$ cat src/rtl/iir_pkg.sv
// Shared types and helpers for the serial all-pole IIR and related decimator stages.
package iir_pkg;

  typedef enum logic [1:0] {IDLE, MAC, OUT, HOLD} state_t;

  // Widest accumulator the saturating helper can take.
  localparam int SAT_W = 128;

  // Smallest accumulator that cannot overflow over one full recursion.
  function automatic int acc_width_min(input int bw, input int n);
    return 2*bw + $clog2(n) + 1;
  endfunction

  function automatic logic signed [SAT_W-1:0] sat_to_width(
    input logic signed [SAT_W-1:0] v, input int width);
    logic signed [SAT_W-1:0] hi, lo;
    hi = {{(SAT_W-1){1'b0}}, 1'b1} << (width-1);
    hi = hi - 1;
    lo = -hi - 1;
    if (v > hi) return hi;
    if (v < lo) return lo;
    return v;
  endfunction

endpackage

$ cat src/rtl/iir_allpole_serial_if.sv
// Sample-in / sample-out valid-ready bus of the serial all-pole IIR.
interface iir_allpole_serial_if #(parameter int BITWIDTH = 16) ();
  logic                       in_valid;
  logic                       in_ready;
  logic signed [BITWIDTH-1:0] inP;
  logic                       out_valid;
  logic                       out_ready;
  logic signed [BITWIDTH-1:0] outP;

  modport master (output in_valid, inP, out_ready, input in_ready, out_valid, outP);
  modport slave  (input in_valid, inP, out_ready, output in_ready, out_valid, outP);
endinterface

$ cat src/rtl/iir_sat_shift.sv
// Accumulator to sample conversion: drop P fraction bits, then clamp to BITWIDTH.
// Build with IIR_ROUND_EN for round-half-up; default truncates toward -inf.
module iir_sat_shift
  import iir_pkg::*;
#(
  parameter int BITWIDTH = 16,
  parameter int ACCWIDTH = 40,
  parameter int P        = 14
) (
  input  logic signed [ACCWIDTH-1:0] acc,
  output logic signed [BITWIDTH-1:0] result
);

  logic signed [ACCWIDTH-1:0] biased, shifted;

`ifdef IIR_ROUND_EN
  if (P > 0) begin : g_rnd
    localparam logic signed [ACCWIDTH-1:0] HALF = ACCWIDTH'(1) << (P-1);
    assign biased = acc + HALF;
  end else begin : g_nornd
    assign biased = acc;
  end
`else
  assign biased = acc;
`endif

  assign shifted = biased >>> P;
  assign result  = BITWIDTH'(sat_to_width(SAT_W'(shifted), BITWIDTH));

endmodule

$ cat src/rtl/iir_allpole_serial.sv
// Time-multiplexed all-pole IIR: y[n] = x[n] - sum a[k]*y[n-k] / 2^P, one MAC per cycle.
// Optional IIR_ROUND_EN selects round-half-up in the output conversion.
module iir_allpole_serial
  import iir_pkg::*;
#(
  parameter int BITWIDTH = 16,
  parameter int ACCWIDTH = 40,
  parameter int N        = 16,
  parameter int P        = 14
) (
  input  logic                       clk,
  input  logic                       resetn,
  input  logic                       clear,
  input  logic signed [BITWIDTH-1:0] coeffs [N-1:0],
  iir_allpole_serial_if.slave        bus
);

  localparam int KW = $clog2(N);
  localparam logic [KW-1:0] KLAST = KW'(N-1);

  if (N < 2) begin : g_bad_n
    $error("iir_allpole_serial: N must be >= 2");
  end
  if (ACCWIDTH < acc_width_min(BITWIDTH, N) || ACCWIDTH > SAT_W) begin : g_bad_acc
    $error("iir_allpole_serial: ACCWIDTH out of range");
  end

  state_t                     state, state_nxt;
  logic                       alive;
  logic [KW-1:0]              k;
  logic signed [ACCWIDTH-1:0] acc;
  logic signed [BITWIDTH-1:0] hist [N-1:1];
  logic signed [BITWIDTH-1:0] tap;
  logic signed [2*BITWIDTH-1:0] prod;
  logic signed [BITWIDTH-1:0] y_sat;
  logic signed [BITWIDTH-1:0] outp_q;
  logic                       out_valid_q;
  logic                       accept;

  // alive keeps in_ready low until the first edge after reset release
  assign bus.in_ready  = alive && (state == IDLE);
  assign bus.out_valid = out_valid_q;
  assign bus.outP      = outp_q;
  assign accept        = bus.in_valid && bus.in_ready && !clear;

  always_comb begin
    tap = '0;
    for (int i = 1; i < N; i++)
      if (k == KW'(i)) tap = hist[i];
  end

  assign prod = coeffs[k] * tap;

  iir_sat_shift #(.BITWIDTH(BITWIDTH), .ACCWIDTH(ACCWIDTH), .P(P)) u_sat (
    .acc    (acc),
    .result (y_sat)
  );

  always_comb begin
    state_nxt = state;
    case (state)
      IDLE: if (accept) state_nxt = MAC;
      MAC:  if (k == KLAST) state_nxt = OUT;
      OUT:  state_nxt = HOLD;
      HOLD: if (bus.out_ready) state_nxt = IDLE;
      default: state_nxt = IDLE;
    endcase
    if (clear) state_nxt = IDLE;
  end

  always_ff @(posedge clk or negedge resetn) begin
    if (!resetn) begin
      state <= IDLE;
      alive <= 1'b0;
    end else begin
      state <= state_nxt;
      alive <= 1'b1;
    end
  end

  always_ff @(posedge clk or negedge resetn) begin
    if (!resetn) begin
      acc         <= '0;
      k           <= '0;
      out_valid_q <= 1'b0;
      outp_q      <= '0;
      for (int i = 1; i < N; i++) hist[i] <= '0;
    end else if (clear) begin
      acc         <= '0;
      k           <= '0;
      out_valid_q <= 1'b0;
      for (int i = 1; i < N; i++) hist[i] <= '0;
    end else begin
      case (state)
        IDLE: if (accept) begin
          acc <= ACCWIDTH'(bus.inP) <<< P;
          k   <= KW'(1);
        end
        MAC: begin
          acc <= acc - ACCWIDTH'(prod);
          k   <= (k == KLAST) ? '0 : k + 1'b1;
        end
        OUT: begin
          // feedback history always takes the clamped sample
          outp_q      <= y_sat;
          out_valid_q <= 1'b1;
          for (int i = 2; i < N; i++) hist[i] <= hist[i-1];
          hist[1] <= y_sat;
        end
        HOLD: if (bus.out_ready) out_valid_q <= 1'b0;
        default: ;
      endcase
    end
  end

endmodule

$ cat src/flat_wrapper.sv
// flat-port wrapper written by rule: the top's interface ports become plain ports
module iir_allpole_serial_flat import iir_pkg::*;
#(
  parameter int BITWIDTH = 16,
  parameter int ACCWIDTH = 40,
  parameter int N        = 16,
  parameter int P        = 14
)
  (clk, resetn, clear, coeffs, bus_in_valid, bus_inP, bus_out_ready, bus_in_ready, bus_out_valid, bus_outP);
  iir_allpole_serial_if #(.BITWIDTH(BITWIDTH)) bus_i ();
  input  logic clk;
  input  logic resetn;
  input  logic clear;
  input  logic signed [BITWIDTH-1:0] coeffs[N-1:0];
  input wire logic [$bits(bus_i.in_valid)-1:0] bus_in_valid;
  input wire logic [$bits(bus_i.inP)-1:0] bus_inP;
  input wire logic [$bits(bus_i.out_ready)-1:0] bus_out_ready;
  output wire logic [$bits(bus_i.in_ready)-1:0] bus_in_ready;
  output wire logic [$bits(bus_i.out_valid)-1:0] bus_out_valid;
  output wire logic [$bits(bus_i.outP)-1:0] bus_outP;
  assign bus_i.in_valid = bus_in_valid;
  assign bus_i.inP = bus_inP;
  assign bus_i.out_ready = bus_out_ready;
  assign bus_in_ready = bus_i.in_ready;
  assign bus_out_valid = bus_i.out_valid;
  assign bus_outP = bus_i.outP;
  iir_allpole_serial #(.BITWIDTH(BITWIDTH), .ACCWIDTH(ACCWIDTH), .N(N), .P(P)) u_core (.clk(clk), .resetn(resetn), .clear(clear), .coeffs(coeffs), .bus(bus_i));
endmodule
$ cat config.mk
export PLATFORM = sky130hd
export DESIGN_NAME = iir_allpole_serial_flat
export DESIGN_NICKNAME = d
export VERILOG_FILES = /design/src/rtl/iir_pkg.sv /design/src/rtl/iir_allpole_serial_if.sv /design/src/rtl/iir_sat_shift.sv /design/src/rtl/iir_allpole_serial.sv /design/src/flat_wrapper.sv
export SDC_FILE = /design/constraint.sdc
export NUM_CORES = 2
export LEC_CHECK = 0
export ABC_AREA = 1
export CAP_MARGIN = 20
export CELL_PAD_IN_SITES_DETAIL_PLACEMENT = 0
export CELL_PAD_IN_SITES_GLOBAL_PLACEMENT = 1
export CORE_ASPECT_RATIO = 0.75
export CORE_MARGIN = 2
export CORE_UTILIZATION = 25
export CTS_BUF_LIST = sky130_fd_sc_hd__clkbuf_16
export CTS_CLUSTER_DIAMETER = 30
export DETAILED_ROUTE_END_ITERATION = 10
export PLACE_DENSITY_LB_ADDON = 0.1
export REMOVE_ABC_BUFFERS = 1
export SLEW_MARGIN = 20
export SYNTH_ARGS = -nofsm -noshare
export SYNTH_HDL_FRONTEND = slang
export SYNTH_SLANG_ARGS = --single-unit
export TNS_END_PERCENT = 1
$ cat constraint.sdc
create_clock -name clk -period 21.5 [get_ports clk]
set_input_delay 4.3 -clock clk [delete_from_list [all_inputs] [get_ports clk]]
set_output_delay 4.3 -clock clk [all_outputs]
set_load 0.05 [all_outputs]
==> flow_metrics.tcl <==
set metrics [dict create \
    cts_tree "yes" \
    numClockSinks 304 \
    ys_types 56 \
    area_delta_synth_final_pct 25.75 \
    gp_congestion 0.8407 \
    synthFlopType "dfrtp_1" \
    grt-ovfl-total 0 \
    antenna_found_initial 2 \
    final.period_utilization_pct 56.93 \
    async_reset_ff_share_pct 100.0 \
    seq_area_frac_synth_pct 26.63 \
    track_usage_pct 19.57 \
    synth_common_cells "inv_1, nand2_1, fa_1" \
    synth_warnings 0 \
    r2r-end "u_core.acc[36]$_DFFE_PN0P_" \
    rsz0062_at_grt "false" \
    wl_per_cell_um 21.37 \
    maxCapViolations 0 \
    synth.avg_cell_area_um2 8.157 \
    synth_top_area_share_pct 26.63 \
    cp_num_buf_inv 4 \
    path_class "input pin to flip-flop" \
    worst-r2r-cell-count 40 \
    startpoint_type "input pin" \
    crit_fanout 10 \
    tns_ns 0 \
    max_stage_delay_ns 0.95 \
    cp.required_ns 21.97 \
    crit_slowest_cell "fa_1" \
    min_path_type "flip-flop to flip-flop" \
    die_h_um 296.8 \
    clk_path_buf_depth 3 \
    cts.repair.resized 0 \
    cpMostUsedCell "fa_1" \
    period_minus_slack_ns 12.24 \
    dr.pass1.iters 5 \
    die_area_mm2 0.1170 \
    netlist.top_cell.by_area "dfrtp_1" \
    arrival_ns 12.71 \
    routed_wl_um 114500 \
    grt_pass1_vias 25740 \
    ioPinCount 295 \
    end_kind "flip-flop" \
    hold_buffers 0 \
    cts-htree-levels 3 \
    syn_area_mm2 0.02857 \
    crit_family "adder cells" \
    slew_viol_final 0 \
    max_freq_ghz 0.08171 \
    yosysMostFrequentCell "inv_1" \
    clk_latency_ns 0.63 \
    coreArea_mm2 0.1134 \
    hold_viol 0 \
    root_buffer "clkbuf_16" \
    vias 24880 \
    slew_headroom_pct 27.73 \
    num_rows 107 \
    start_util_pct 25.19 \
    worstHoldStart "u_core.bus.outP[4]$_DFFE_PN0P_" \
    min_to "u_core.bus.outP[4]$_DFFE_PN0P_" \
    synth_seq_cells 304 \
    post-cts-setup-buffers 0 \
    rrSetupSlack_ns 10.29 \
    grt_first_pass_wirelength_um 174800 \
    min_path_cells 2 \
    num-fill-cells 12260 \
    status "completed" \
    finalSetupViolCount 0 \
    synthCells 3502 \
    grt_max_degree 174 \
    layout.nets 4496 \
    synth_enable_flop_cells 0 \
    finClkSkew_ns 0.05139 \
    viasPerCell 4.645 \
    drtIter0Drc 1716 \
    cts_buffers 86 \
    drcViolationCount 0 \
    hpwlAfterDp_um 87750 \
    yosys-top-cells-area "dfrtp_1, fa_1, inv_1" \
    die_width_um 394.3 \
    layout-drive-gt1-share_pct 5.276 \
    portBuffers 294 \
    clk_pin_slew_ns 0.04 \
    r2r-start "u_core.k[0]$_DFFE_PN0P_" \
    drtAntennaViolNets 0 \
    worst_pin_slew_ns 1.084 \
]
[per-layer routing]
metal	wire (um)	global-route usage, %	vias up
met5	0	0	-
met4	1454	3.248	0
met3	7128	4.021	94
met2	43290	25.68	678
met1	62610	32.21	12270
li1	-	-	11840
[worst max path at each step]
stage | cells after the start | startpoint | slack [ns] | endpoint
global placement | 27 | coeffs[127] | 8.64 | u_core.acc[38]$_DFFE_PN0P_
finish | 26 | coeffs[223] | 9.26 | u_core.acc[36]$_DFFE_PN0P_
floorplan | 43 | u_core.k[0]$_DFFE_PN0P_ | 8.67 | u_core.acc[30]$_DFFE_PN0P_
detailed placement | 26 | coeffs[127] | 8.62 | u_core.acc[36]$_DFFE_PN0P_
CTS | 26 | coeffs[223] | 9.26 | u_core.acc[36]$_DFFE_PN0P_
global route | 26 | coeffs[223] | 8.53 | u_core.acc[36]$_DFFE_PN0P_
[per-stage QoR]
step / util [%] / cell area [um^2] / hold slack, ns / worst slack [ns] / instances
after global placement: 29.23 / 33140 / 0.4681 / 8.642 / 5200
after detailed placement: 29.23 / 33140 / 0.4668 / 8.615 / 5200
after floorplan: - / 27940 / 0.4708 / 8.667 / 3341
final: 31.68 / 35920 / 0.4805 / 9.261 / 5356
after CTS: 31.65 / 35890 / 0.4853 / 9.259 / 5354
after global routing: 31.68 / 35920 / 0.5175 / 8.535 / 5355
[cells in the final DEF, fill, tap and decap left out, drive strengths merged, types with 4 or more instances in the layout]
cell and n:
inv 782, nand2 619, fa 344, dfrtp 304, clkdlybuf4s50 293, a21oi 271, o22ai 236, o21ai 186
nor2 180, ha 112, nand3 91, clkbuf 87, a32o 64, clkinv 58, buf 41, o211ai 23
nand4 20, o221ai 17, a31oi 12, a22oi 10, nor3 8, a221oi 8, xor2 8, nor4 7
xnor2 7, bufinv 7, o21a 4, or2 4
[cells by family (layout without fill, tap and decap cells)]
kind of cell	Yosys count	in the layout	share of synthesized area, %
XOR/XNOR	15	15	0.4599
AND/OR/NAND/NOR	933	933	13.41
adder cells (fa/ha/maj)	456	456	29.01
other	1	2	0.01313
flip-flops	304	304	26.63
AO/OA/AOI/OAI	850	850	17.99
buffers and inverters	943	1270	12.49
[layout make-up]
type                       count  area (um^2)  area share, %
sequential                   304         7611          21.19
timing repair buffer         334         3281          9.132
clock buffer                  87         2177          6.060
antenna                        1        2.502       0.006966
multi-input combinational   2255        17420          48.50
inverter                     782         2948          8.206
clock inverter                67        573.1          1.595
tap                         1526         1909          5.315
[sequential cells by signal, indices dropped and copies added (netlist names)]
| signal | count |
|---|---|
| u_core.hist | 240 |
| u_core.acc | 40 |
| u_core.bus.outP | 16 |
| u_core.k | 4 |
| u_core.state | 2 |
| u_core.alive | 1 |
| u_core.bus.out_valid | 1 |
[worst min-delay path: cells and delay by family, from the launching register on]
family        cells  cell delay [ns]
simple gates      2             0.11
flops             1             0.33
Power is left out: the tool's default activity adds up to more than one toggle a clock period on the data nets, which glitch-free logic cannot reach.
